### src/rtl/uart_pkg.sv
// Shared UART definitions: receiver state encoding, frame width, legal prescale
// ratios and parity-type constants common to the RX and TX sides.
package uart_pkg;

  localparam int UART_WIDTH  = 8;
  localparam int UART_PRES_W = 6;

  localparam logic [UART_PRES_W-1:0] PRES_8  = 6'd8;
  localparam logic [UART_PRES_W-1:0] PRES_16 = 6'd16;
  localparam logic [UART_PRES_W-1:0] PRES_32 = 6'd32;

  localparam logic EVEN = 1'b0;
  localparam logic ODD  = 1'b1;

  typedef enum logic [2:0] {
    IDLE,
    START,
    DATA,
    PARITY,
    STOP
  } rx_state_e;

endpackage

### src/rtl/uart_rx_sampler.sv
// Oversample timing for the UART receiver: per-bit edge counter, frame bit counter
// and a 3-sample majority vote taken around the middle of each bit.
module uart_rx_sampler import uart_pkg::*; #(
  parameter int PRES_W = UART_PRES_W,
  parameter int CNT_W  = 4
) (
  input  logic              CLK,
  input  logic              RST,
  input  logic              start_i,
  input  logic              run_i,
  input  logic              rx_i,
  input  logic [PRES_W-1:0] prescale_i,
  output logic              sampled_bit_o,
  output logic              sample_done_o,
  output logic              bit_end_o,
  output logic [CNT_W-1:0]  bit_cnt_o
);

  localparam logic [PRES_W-1:0] ONE = PRES_W'(1);
  localparam logic [PRES_W-1:0] TWO = PRES_W'(2);

  logic [PRES_W-1:0] edge_cnt_q, edge_cnt_d;
  logic [CNT_W-1:0]  bit_cnt_q, bit_cnt_d;
  logic [PRES_W-1:0] half;
  logic [2:0]        smp_q;
  logic              wrap;

  assign half = prescale_i >> 1;
  assign wrap = run_i && (edge_cnt_q == prescale_i - ONE);

  // The start-detect cycle is edge 0, so the counter leaves it already at 1.
  always_comb begin
    edge_cnt_d = '0;
    bit_cnt_d  = '0;
    if (start_i) begin
      edge_cnt_d = ONE;
    end else if (run_i) begin
      edge_cnt_d = wrap ? '0 : edge_cnt_q + ONE;
      bit_cnt_d  = wrap ? bit_cnt_q + CNT_W'(1) : bit_cnt_q;
    end
  end

  always_ff @(posedge CLK or negedge RST) begin
    if (!RST) begin
      edge_cnt_q <= '0;
      bit_cnt_q  <= '0;
    end else begin
      edge_cnt_q <= edge_cnt_d;
      bit_cnt_q  <= bit_cnt_d;
    end
  end

  always_ff @(posedge CLK) begin
    if (run_i) begin
      if (edge_cnt_q == half - ONE) smp_q[0] <= rx_i;
      if (edge_cnt_q == half)       smp_q[1] <= rx_i;
      if (edge_cnt_q == half + ONE) smp_q[2] <= rx_i;
    end
  end

  assign sampled_bit_o = (smp_q[0] & smp_q[1]) | (smp_q[0] & smp_q[2]) | (smp_q[1] & smp_q[2]);
  assign sample_done_o = run_i && (edge_cnt_q == half + TWO);
  assign bit_end_o     = wrap;
  assign bit_cnt_o     = bit_cnt_q;

endmodule

### src/rtl/uart_rx_core.sv
// UART receiver: frame FSM, LSB-first shift register, parity/stop checking and
// registered single-cycle result pulses.
module uart_rx_core import uart_pkg::*; #(
  parameter int WIDTH  = UART_WIDTH,
  parameter int PRES_W = UART_PRES_W
) (
  input  logic              CLK,
  input  logic              RST,
  input  logic              RX_IN,
  input  logic [PRES_W-1:0] PRESCALE,
  input  logic              PAR_EN,
  input  logic              PAR_TYP,
  output logic [WIDTH-1:0]  P_DATA,
  output logic              DATA_VALID,
  output logic              PAR_ERR,
  output logic              STP_ERR
);

  localparam int CNT_W = $clog2(WIDTH + 3);

  rx_state_e         state_q, state_d;
  logic [PRES_W-1:0] pres_q;
  logic              par_en_q, par_typ_q;
  logic              par_flag_q, par_flag_d;
  logic [WIDTH-1:0]  shadow_q, shadow_d;
  logic [WIDTH-1:0]  p_data_q, p_data_d;
  logic              dv_q, dv_d, perr_q, perr_d, serr_q, serr_d;
  logic              start, running, sampled_bit, sample_done, bit_end;
  logic [CNT_W-1:0]  bit_cnt;

  assign running = (state_q != IDLE);
  assign start   = (state_q == IDLE) && !RX_IN;

  uart_rx_sampler #(
    .PRES_W(PRES_W),
    .CNT_W (CNT_W)
  ) u_sampler (
    .CLK          (CLK),
    .RST          (RST),
    .start_i      (start),
    .run_i        (running),
    .rx_i         (RX_IN),
    .prescale_i   (pres_q),
    .sampled_bit_o(sampled_bit),
    .sample_done_o(sample_done),
    .bit_end_o    (bit_end),
    .bit_cnt_o    (bit_cnt)
  );

  // bit_cnt is 0 during the start bit, so data bits occupy 1..WIDTH.
  always_comb begin
    state_d    = state_q;
    shadow_d   = shadow_q;
    par_flag_d = par_flag_q;
    p_data_d   = p_data_q;
    dv_d       = 1'b0;
    perr_d     = 1'b0;
    serr_d     = 1'b0;
    case (state_q)
      IDLE: begin
        if (start) begin
          state_d    = START;
          par_flag_d = 1'b0;
        end
      end
      START: begin
        if (bit_end) state_d = sampled_bit ? IDLE : DATA;
      end
      DATA: begin
        if (sample_done) shadow_d = {sampled_bit, shadow_q[WIDTH-1:1]};
        if (bit_end && bit_cnt == CNT_W'(WIDTH)) state_d = par_en_q ? PARITY : STOP;
      end
      PARITY: begin
        if (bit_end) begin
          par_flag_d = sampled_bit ^ (^shadow_q) ^ par_typ_q;
          state_d    = STOP;
        end
      end
      STOP: begin
        if (bit_end) begin
          state_d = IDLE;
          if (!par_flag_q && sampled_bit) begin
            dv_d     = 1'b1;
            p_data_d = shadow_q;
          end else begin
            perr_d = par_flag_q;
            serr_d = !sampled_bit;
          end
        end
      end
      default: state_d = IDLE;
    endcase
  end

  always_ff @(posedge CLK or negedge RST) begin
    if (!RST) begin
      state_q    <= IDLE;
      pres_q     <= PRES_8;
      par_en_q   <= 1'b0;
      par_typ_q  <= EVEN;
      par_flag_q <= 1'b0;
      p_data_q   <= '0;
      dv_q       <= 1'b0;
      perr_q     <= 1'b0;
      serr_q     <= 1'b0;
    end else begin
      state_q    <= state_d;
      par_flag_q <= par_flag_d;
      p_data_q   <= p_data_d;
      dv_q       <= dv_d;
      perr_q     <= perr_d;
      serr_q     <= serr_d;
      if (start) begin
        pres_q    <= PRESCALE;
        par_en_q  <= PAR_EN;
        par_typ_q <= PAR_TYP;
      end
    end
  end

  always_ff @(posedge CLK) begin
    shadow_q <= shadow_d;
  end

  assign P_DATA     = p_data_q;
  assign DATA_VALID = dv_q;
  assign PAR_ERR    = perr_q;
  assign STP_ERR    = serr_q;

endmodule

### config.mk
export PLATFORM = sky130hd
export DESIGN_NAME = uart_rx_core
export DESIGN_NICKNAME = d
export VERILOG_FILES = /design/src/rtl/uart_pkg.sv /design/src/rtl/uart_rx_sampler.sv /design/src/rtl/uart_rx_core.sv
export SDC_FILE = /design/constraint.sdc
export NUM_CORES = 1
export LEC_CHECK = 0
export ABC_AREA = 1
export CAP_MARGIN = 20
export CORE_ASPECT_RATIO = 1.2
export CORE_MARGIN = 2
export CORE_UTILIZATION = 40
export DETAILED_ROUTE_END_ITERATION = 10
export DONT_BUFFER_PORTS = 1
export PLACE_DENSITY = 0.63
export SLEW_MARGIN = 20
export SYNTH_ARGS = -nofsm -noshare
export SYNTH_HDL_FRONTEND = slang
export SYNTH_SLANG_ARGS = --single-unit
### constraint.sdc
create_clock -name CLK -period 3.1 [get_ports CLK]
set_clock_uncertainty 0.2 [all_clocks]
set_input_delay 0.775 -clock CLK [delete_from_list [all_inputs] [get_ports CLK]]
set_output_delay 0.775 -clock CLK [all_outputs]
set_load 0.02 [all_outputs]
### Word-level counts from Yosys, hierarchy flattened

Cells that the tools add are included.

| cells by class | value |
|---|---|
| $add $sub $neg | 6 |
| mux-type cells | 26 |
| bitwise logic cells | 7 |
| reduce and logical (&&, ||, !) cells | 19 |
| equal/unequal tests | 16 |

Operators by type and width:

| kind | count |
|---|---|
| equality test 6 bit | 4 |
| 2-to-1 mux 3 bit | 6 |
| 2-to-1 mux 6 bit | 3 |
| case mux 3 bit (5 select lines) | 1 |
| 2-to-1 mux 4 bit | 3 |
| 2-to-1 mux 1 bit | 11 |
| inequality test 2 bit, second input constant | 5 |
| AND reduction 2 bit | 4 |
| XOR reduction 8 bit | 1 |
| adder 5 x 1 -> 6 bit, second input constant | 1 |
| adder 5 x 2 -> 6 bit, second input constant | 1 |
| adder 6 x 1 -> 6 bit, second input constant | 1 |
| equality test 3 x 2 -> 1 bit, second input constant | 2 |
| equality test 6 x 5 -> 1 bit | 1 |
| AND reduction 3 bit | 2 |
| subtractor 5 x 1 -> 6 bit, second input constant | 1 |
| subtractor 6 x 1 -> 6 bit, second input constant | 1 |
| logical AND 1 bit | 5 |
| AND reduction 5 bit | 1 |
| adder 4 x 1 -> 4 bit, second input constant | 1 |
| equality test 4 bit, second input constant | 1 |
| AND 1 bit | 3 |
| equality test 3 x 1 -> 1 bit, second input constant | 1 |
| equality test 3 bit, second input constant | 1 |
| 9 further kinds | 13 |

| word-level totals | value |
|---|---|
| bits in registers | 44 |

### Logic depth before layout (Yosys ltp)

Gate-level depths: netlist of the first run.

| depth | value |
|---|---|
| depth in word-level cells | 7 |
| mapped depth | 15 |
| mapped depth without buffers | 15 |

### Hierarchy

From an unflattened synthesis of the first run, not the netlist that was laid out.

| unflattened totals | value |
|---|---|
| cell total of the unflattened synthesis | 337 |
| area total of the unflattened synthesis | 2681.3 um^2 |

By module, submodules not included:

| module | area an instance (um^2) | cells an instance | times used | seq. area each (um^2) |
|---|---|---|---|---|
| uart_rx_core | 1473.9 | 160 | 1 | 817.0 |
| uart_rx_sampler | 1207.4 | 177 | 1 | 340.3 |

### Worst setup path after synthesis of the first run

OpenSTA, ideal clock, no wires.

| timing | value |
|---|---|
| path type | reg-to-reg |
| from | reg pres_q[3] |
| to | reg shadow_q[0], enable pin |
| buffers on the path | 0 |
| setup time | 0.383 ns |
| required time | 2.517 ns |
| cell stages (with the launch flop) | 6 |
| slack | 0.707 ns |
| arrival | 1.810 ns |
| cell sequence | dfstp_2 inv_2 ha_1 xnor2_1 nand4_1 nor3_1 |

| between the ends | value |
|---|---|
| word-level cells in the longest chain between the ends | 4 |

RTL lines:

| element | line | RTL |
|---|---|---|
| from (decl) | uart_rx_core.sv:22 | `logic [PRES_W-1:0] pres_q;` |
| from (signal assigned) | uart_rx_core.sv:98 | `pres_q <= PRES_8;` |
| from (signal assigned) | uart_rx_core.sv:114 | `pres_q <= PRESCALE;` |
| adder 5 x 2 -> 6 bit | uart_rx_sampler.sv:62 | `assign sample_done_o = run_i && (edge_cnt_q == half + TWO);` |
| equality test 6 bit | uart_rx_sampler.sv:62 |  |
| logical AND 1 bit | uart_rx_sampler.sv:62 |  |
| AND reduction 2 bit (no line) | -- |  |
| to (signal assigned) | uart_rx_core.sv:122 | `shadow_q <= shadow_d;` |
| to (decl) | uart_rx_core.sv:25 | `logic [WIDTH-1:0] shadow_q, shadow_d;` |

Every way passes these cells.
A chain may end at the register's enable or synchronous reset.

### Final worst setup path of the first run

| timing | value |
|---|---|
| from | reg pres_q[3] |
| to | reg u_sampler.bit_cnt_q[0] (netlist: u_sampler.bit_cnt_o[0]) |

| between the ends | value |
|---|---|
| word-level cells in the longest chain between the ends | 4 |

RTL lines:

| element | line | RTL |
|---|---|---|
| subtractor 6 x 1 -> 6 bit | uart_rx_sampler.sv:29 | `assign wrap = run_i && (edge_cnt_q == prescale_i - ONE);` |
| equality test 6 bit | uart_rx_sampler.sv:29 |  |
| logical AND 1 bit | uart_rx_sampler.sv:29 |  |
| inequality test 3 bit (no line) | -- |  |
| to (signal assigned) | uart_rx_sampler.sv:49 | `bit_cnt_q <= bit_cnt_d;` |
| to (decl) | uart_rx_sampler.sv:23 | `logic [CNT_W-1:0] bit_cnt_q, bit_cnt_d;` |

Every way passes these cells.

==> results of run 1 <==
[flip-flops by register name, summed over array words and instances (netlist names)]
name,count
state_q,3
u_sampler.smp_q,3
P_DATA,8
STP_ERR,1
DATA_VALID,1
pres_q,6
par_flag_q,1
par_typ_q,1
shadow_q,8
par_en_q,1
u_sampler.edge_cnt_q,6
u_sampler.bit_cnt_o,4
PAR_ERR,1
[metal layers]
metal / part of all wire / wire length (um) / vias up
li1: - / - / 1029
met3: 0.023 / 118 / 10
met1: 0.43 / 2210 / 927
met2: 0.53 / 2720 / 27
met4: 0.021 / 107 / 0
met5: 0 / 0 / -
[area by class of cell]
| class | count | area (um2) | share of cell area |
|---|---|---|---|
| well taps | 85 | 106 | 0.0376 |
| multi-input cells | 239 | 1270 | 0.450 |
| inverters | 38 | 148 | 0.0522 |
| clock buffers | 5 | 68.8 | 0.0243 |
| flip-flops and latches | 44 | 1160 | 0.409 |
| clock inverters | 3 | 46.3 | 0.0164 |
| repair buffers | 2 | 27.5 | 0.00974 |
[cells by family (layout without fill, tap and decap cells)]
| family | Yosys count | in the layout |
|---|---|---|
| and+or+nand+nor | 182 | 182 |
| buffers and inverters | 42 | 48 |
| adders and majority gates | 10 | 10 |
| xor gates and xnor gates | 22 | 22 |
| DFF | 44 | 44 |
| AOI/OAI and AO/OA | 25 | 25 |
[placed cells by master, fill, tap and decap left out, types with 8 or more instances in the layout]
cell / synthesis / final
sky130_fd_sc_hd__nand2_1: 103 / 103
sky130_fd_sc_hd__nor2_1: 38 / 38
sky130_fd_sc_hd__dfrtp_1: 32 / 32
sky130_fd_sc_hd__inv_1: 29 / 29
sky130_fd_sc_hd__nand3_1: 15 / 15
sky130_fd_sc_hd__xor2_1: 11 / 11
sky130_fd_sc_hd__edfxtp_1: 11 / 11
sky130_fd_sc_hd__o21ai_0: 10 / 10
sky130_fd_sc_hd__xnor2_1: 10 / 10
sky130_fd_sc_hd__ha_1: 10 / 10
sky130_fd_sc_hd__a21oi_1: 9 / 9
sky130_fd_sc_hd__inv_2: 8 / 8
[final timing paths]
| check | to | cells after the start |
|---|---|---|
| min in group CLK | P_DATA[0] | 2 |
| worst min register to register | P_DATA[0] | 2 |
| worst max-delay path | u_sampler.bit_cnt_o[0] | 11 |
| max in group asynchronous | pres_q[0] | 1 |
| worst max register to register | u_sampler.bit_cnt_o[0] | 11 |
| worst min-delay path | P_DATA[2] | 1 |
[metrics by stage]
stage | utilization | std cells | cell area, um2 | worst slack (ns)
after floorplan | - | 325 | 2610 | 0.707
after global placement | 0.423 | 407 | 2690 | 0.858
after detailed placement | 0.423 | 407 | 2690 | 0.805
after CTS | 0.444 | 416 | 2830 | 0.781
after global routing | 0.444 | 416 | 2830 | 0.589
final | 0.444 | 416 | 2830 | 0.804
[power breakdown]
group	internal (W)	switching, W
clock network	0.000243	0.000210
logic	0.000405	0.000721
registers	0.000709	0.000153
==> out/results.env, run 1 <==
FINALMAXSLEWVIOLATIONS=0
DIE_H_UM=92.4
DETAILED_PLACE_HPWL_UM=3950
FLOORPLAN.DIE.WIDTH_UM=77.7
WORSTPATHMAXFANOUT=8
AREA_SHARE_OF_XOR_XNOR_CELLS_IN_THE_SYNTHESIZED_DESIGN=0.0768
CP.ARRIVAL_NS=2.29
GRT_FIRST_PASS_WIRELENGTH_UM=9090
WIRE_PER_INST_UM=12.4
REPORT.FINAL.HOLD_VIOL_COUNT=0
FRACTION_OF_THE_MAPPED_NETLIST_AREA_IN_COMPOUND_GATES=0.0548
SYNTH_SEQ_AREA_SHARE=0.444
SYNTH_LARGEST_TYPE_AREA_FRACTION=0.307
VDD_IR_DROP_MAX_uV=423
DRTITER0DRC=83
SYNTHESIZED_AREA_FRACTION_OCCUPIED_BY_ADDER_CELLS=0.0480
CRITICAL_PATH.REG2REG.STARTPOINT='pres_q[3]'
CRIT_START='pres_q[3]'
PERIOD_NEEDED_NS=2.30
INSERTEDDIODECOUNT=0
CRIT_BUF_INV=2
HOLD_PATH_CLASS='input port to asynchronous set/reset pin'
NETLIST_INSTANCES=325
FINAL.SETUP.TNS_NS=0
MET2_TRACK_DEMAND_OVER_RESOURCE_IN_GLOBAL_ROUTING=0.298
NETLIST_TOP_CELLS_AREA='sky130_fd_sc_hd__dfrtp_1, sky130_fd_sc_hd__nand2_1, sky130_fd_sc_hd__edfxtp_1, sky130_fd_sc_hd__nor2_1, sky130_fd_sc_hd__ha_1'
FINALSETUPVIOLCOUNT=0
FLOORPLAN.ROWS=32
FILLCELLCOUNT=603
P_PER_AREA_nW_PER_UM2=863
FIRST_GLOBAL_VIAS=2018
LAYER_WITH_THE_HIGHEST_USAGE_AFTER_GLOBAL_ROUTING='met2'
CTS_HOLD_REPAIR.BUFFERS=1
YOSYS.CELL_COUNT.TOP_TYPE='sky130_fd_sc_hd__nand2_1'
COMBINATIONAL_FAMILY_WITH_THE_MOST_AREA_AFTER_SYNTHESIS='simple AND/OR/NAND/NOR gates'
HTREE_LEVELS=2
PERIOD_SHARE=0.741
REG_CLK_SLEW_REPORTED_PATHS_NS=0.09
SYNTHESIS.YOSYS.WARNINGS=0
BOUNDARYPINS=22
PIN_COUNT_OF_THE_BIGGEST_NET_ENTERING_GLOBAL_ROUTING=33
GRT_ANTENNA_BEFORE_REPAIR=0
CTS_RESIZED=0
PATH_COMMON_CELL='sky130_fd_sc_hd__nand2_1'
AVGSYNTHCELLAREA_UM2=8.02
DRT_DRC_VIOLATIONS_LEFT=0
ROUTE.ANTENNA.REMAINING_NETS=0
TIMING.SETUP.CRITICAL_PATH_CLASS='register to register'
WORSTSKEWPAIRLATENCY_NS=0.30
VIA_PER_INST=4.79
GRT_REMAINING_OVERFLOW=0
SYNTH.MUX.AREA_FRACTION=0
CRITICAL-PATH-MAX-STAGE-DELAY_NS=0.63
ASYNC_FLOP_SHARE=0.750
NETS=351
CTS-BUFFERS-INSERTED=5
TOTAL_WIRELENGTH_UM=5150
FLOORPLAN.DIE_AREA_UM2=7180
WORSTPATHREQUIRED_NS=3.10
CP_SLOWEST_CELL='sky130_fd_sc_hd__dfstp_2'
SYNTH_ENABLE_FLOP_CELLS=11
CRITICAL_PATH.TOP_DELAY_FAMILY='simple AND/OR/NAND/NOR gates'
STATUS='finished, final reports clean'
VIAS=1993
YOSYS.AREA_SHARE.SIMPLE=0.309
FRACTION_OF_LAYOUT_INSTANCES_USING_A_DRIVE_STRENGTH_ABOVE_1=0.0997
FIRST_PASS_ITERS=4
POST-CTS-SETUP-BUFFER-COUNT=0
CRIT_CHAIN='inv_2, ha_1, nand2_1, nand2_1, inv_1, nand2_1, nand2_2, nor2_4, nand3_4, nand2_1, o21ai_0'
GPL.FINAL_WEIGHTED_CONGESTION=0.900
OVERALL_POWER_AFTER_LAYOUT_W=0.00244
CORE_AREA_UM2=6370
PORTBUFFERS=0
SYNTH_COMMON_CELLS='sky130_fd_sc_hd__nand2_1, sky130_fd_sc_hd__nor2_1, sky130_fd_sc_hd__dfrtp_1'
ROOT_BUFFER='sky130_fd_sc_hd__clkbuf_8'
NUMCLOCKSINKS=44
R2R_SLACK_NS=0.80
CELLLEAKAGEPOWER_nW=1.38
ACHIEVABLE-FREQUENCY_GHz=0.436
GRT_USE_MET1=0.179
SYNTH-SEQ-CELLS=44
MAX-CLOCK-PATH-BUFFERS=2
POSTSYNTH.TOPFLOPCELL='sky130_fd_sc_hd__dfrtp_1'
GRT_UTIL_ALL_LAYERS=0.159
UNREPAIRED_SETUP_ENDPOINTS_AFTER_GLOBAL_ROUTING='false'
GRT_UTIL_MET3=0.0273
TRITONCTS_CLOCK_TREE='done'
DRV.MAX_CAP_VIOLATION_COUNT=0
END_KIND='register'
SYNTH.DISTINCT_CELLS=37
YOSYS.AREA.TOP_TYPE='sky130_fd_sc_hd__dfrtp_1'
RELATIVE_AREA_CHANGE_FROM_SYNTHESIS_TO_FINAL_LAYOUT_PCT=8.50
STARTPOINT_TYPE='register'
INITIAL_CORE_UTIL=0.409
NETLIST_AREA_UM2=2600
POSTSYNTHNETCOUNT=346
TIMING.SLEW.HEADROOM=0.667
FINALHOLDWORSTSLACK_NS=0.0844
TIGHTEST_SLEW_NS=0.495
No activity file was read; power rests on OpenSTA's default activity.
==> inputs of run 2 (changes only) <==
clock period = 2.2 ns   (was 3.1 ns; I/O delays follow)
==> run 2 against run 1 <==
  * Sequential power rose by 37%
  * Fmax increased by 8.5%
  * Sequential share of layout area is 1.4 points lower
  * Non-clock buffer count rose by 8
  * Wire length rose by 1.3%
  * Register-to-register slack lost 0.72 ns
  * Clock-buffer cell count is the same
  * Cell count rose by 2.4%
  * Clock power is 8.8% higher
  * Worst setup slack worse by 0.72 ns
  * First-iteration DRC count decreased by 28%
  * Critical path type unchanged
==> out/results.env, run 2 (synthesized netlist as in run 1, its figures left out) <==
STATUS='finished, final reports clean'  # unchanged
PERIOD_NEEDED_NS=2.12  # was 2.30 ns
DETAILED_PLACE_HPWL_UM=3830  # was 3950 um
CTS-BUFFERS-INSERTED=5  # unchanged
ROOT_BUFFER='sky130_fd_sc_hd__clkbuf_8'  # unchanged
FLOORPLAN.ROWS=32  # unchanged
DETAILEDPLACE.WORSTSLACK_NS=-0.0195  # was 0.805 ns
GPL.FINAL_WEIGHTED_CONGESTION=0.840  # was 0.900
LAYOUT_COMMON_CELLS='sky130_fd_sc_hd__nand2_1, sky130_fd_sc_hd__nor2_1, sky130_fd_sc_hd__dfrtp_1'  # unchanged
WORSTPATHREQUIRED_NS=2.18  # was 3.10 ns
CP.ARRIVAL_NS=2.10  # was 2.29 ns
GRT_UTIL_ALL_LAYERS=0.158  # was 0.159
DRT_DRC_VIOLATIONS_LEFT=0  # unchanged
RELATIVE_AREA_CHANGE_FROM_SYNTHESIS_TO_FINAL_LAYOUT_PCT=12.6  # was 8.50%
GRT_FIRST_PASS_WIRELENGTH_UM=9110  # was 9090 um
TRITONCTS_CLOCK_TREE='done'  # unchanged
LAYOUT_COMMONEST_CELL='sky130_fd_sc_hd__nand2_1'  # unchanged
REPORT.FINAL.HOLD_VIOL_COUNT=0  # unchanged
WIRE_PER_INST_UM=12.3  # was 12.4 um
FIRST_GLOBAL_VIAS=2057  # was 2018
PERIOD_SHARE=0.961  # was 0.741
VIAS=2029  # was 1993
P_PER_AREA_nW_PER_UM2=1170  # was 863 nW/um2
WORSTSKEWPAIRLATENCY_NS=0.30  # about the same
GRT_ANTENNA_BEFORE_REPAIR=0  # unchanged
ACHIEVABLE-FREQUENCY_GHz=0.473  # was 0.436 GHz
ROUTE.ANTENNA.REMAINING_NETS=0  # unchanged
HOLD_PATH_CLASS='input port to register'  # was input port to asynchronous set/reset pin
POST-ROUTE-WORST-SETUP-SLACK_NS=0.0849  # was 0.804 ns
HOLD_START='RX_IN'
CORE_AREA_UM2=6370  # unchanged
REG_CLK_SLEW_REPORTED_PATHS_NS=0.09  # about the same
R2R_SLACK_NS=0.08  # was 0.80 ns
LAYOUT.CELLS.NON_FILLER=426  # was 416
CELLLEAKAGEPOWER_nW=1.41  # was 1.38 nW
FRACTION_OF_LAYOUT_INSTANCES_USING_A_DRIVE_STRENGTH_ABOVE_1=0.161  # was 0.0997
END_KIND='register'  # unchanged
TIMING.SLEW.HEADROOM=0.622  # was 0.667
DRV.MAX_CAP_VIOLATION_COUNT=0  # unchanged
STARTPOINT_TYPE='register'  # unchanged
WORSTPATHMAXFANOUT=7  # was 8
HTREE_LEVELS=2  # unchanged
FLOORPLAN.DIE_AREA_UM2=7180  # unchanged
VIA_PER_INST=4.76  # was 4.79
MIN_DELAY_WORST_ENDPOINT='u_sampler.smp_q[2]'
TIMING.SETUP.CRITICAL_PATH_CLASS='register to register'  # unchanged
PORTBUFFERS=0  # unchanged
NUMCLOCKSINKS=44  # unchanged
R2R_END='P_DATA[2]'  # was u_sampler.bit_cnt_o[0]
FINALHOLDWORSTSLACK_NS=0.145  # was 0.0844 ns
FINALMAXSLEWVIOLATIONS=0  # unchanged
DRTITER0DRC=60  # was 83
VDD_IR_DROP_MAX_uV=694  # was 423 uV
TIGHTEST_SLEW_NS=0.562  # was 0.495 ns
PLACE_AREA_UM2=2720  # was 2690 um2
CRIT_START='pres_q[2]'  # was pres_q[3]
FIRST_PASS_ITERS=4  # unchanged
PIN_COUNT_OF_THE_BIGGEST_NET_ENTERING_GLOBAL_ROUTING=34  # was 33
BOUNDARYPINS=22  # unchanged
DIE_H_UM=92.4  # unchanged
GRT_REMAINING_OVERFLOW=0  # unchanged
INITIAL_CORE_UTIL=0.409  # unchanged
CRITICAL_PATH.REG2REG.STARTPOINT='pres_q[2]'  # was pres_q[3]
WORSTREGTOREGCELLS=9  # was 11
FINALSETUPVIOLCOUNT=0  # unchanged
PLACED_CELLS_INCL_TAPS=410  # was 407
NETS=361  # was 351
UNREPAIRED_SETUP_ENDPOINTS_AFTER_GLOBAL_ROUTING='true'  # was false
INSERTEDDIODECOUNT=0  # unchanged
MAX-CLOCK-PATH-BUFFERS=2  # unchanged
HOLD-PATH-CELL-COUNT=0
TOTAL_WIRELENGTH_UM=5220  # was 5150 um
FLOORPLAN.DIE.WIDTH_UM=77.7  # unchanged
POST-ROUTE-CELL-AREA_UM2=2930  # was 2830 um2
[run 2: per-layer routing]
layer / up-vias / routed length, um / track usage
li1: 1056 / - / -
met1: 939 / 2270 / 0.176
met2: 27 / 2690 / 0.284
met3: 7 / 183 / 0.0380
met4: 0 / 82 / 0.0699
met5: - / 0 / 0
[run 2: layout make-up]
class                      instances  area [um2]
timing repair buffer              10        90.1
clock inverter                     3        13.8
tap                               85         106
fill                             614        3430
clock buffer                       5        68.8
inverter                          38         153
sequential                        44        1160
multi-input combinational        240        1340
timing repair inverter             1        6.26
[run 2: through the flow]
step / util / TNS, ns / power, W
CTS: 0.445 / 0 / 0.00337
global route: 0.461 / -0.202 / 0.00375
floorplan: - / 0 / 0.00250
global placement: 0.427 / -0.0180 / 0.00281
detailed placement: 0.427 / -0.0195 / 0.00283
finish: 0.461 / 0 / 0.00343
[run 2: worst max-delay path by stage]
stage,to,slack [ns],cells past startpoint
floorplan,shadow_q[0],0.02,5
global placement,u_sampler.smp_q[0],-0.02,7
detailed placement,u_sampler.smp_q[0],-0.02,7
CTS,P_DATA[2],0.02,14
global route,P_DATA[2],-0.03,10
finish,P_DATA[2],0.08,9
[run 2: report_power, final]
group / leakage (nW) / switching (W) / internal [W]
Clock: 0.0453 / 0.000276 / 0.000216
Combinational: 0.838 / 0.00110 / 0.000659
Sequential: 0.525 / 0.000179 / 0.00100
[run 2: worst max-delay path: stages (launching register included)]
cell and delay (ns):
sky130_fd_sc_hd__dfrtp_2 0.43, sky130_fd_sc_hd__inv_4 0.10, sky130_fd_sc_hd__ha_2 0.23, sky130_fd_sc_hd__nand3_1 0.18, sky130_fd_sc_hd__xnor2_2 0.21, sky130_fd_sc_hd__nand3_4 0.15, sky130_fd_sc_hd__nor2_8 0.22, sky130_fd_sc_hd__nand2_8 0.10
sky130_fd_sc_hd__nand2_1 0.09, sky130_fd_sc_hd__nand2_1 0.06
[run 2: timing repair]
item,4_1_cts,5_1_grt
cloned,0,2
hold endpoints to repair,33,0
endpoints found under the setup margin,9,24
resized for setup,3,15
hold buffers,2,0
pin swaps,0,5
setup buffers,0,4
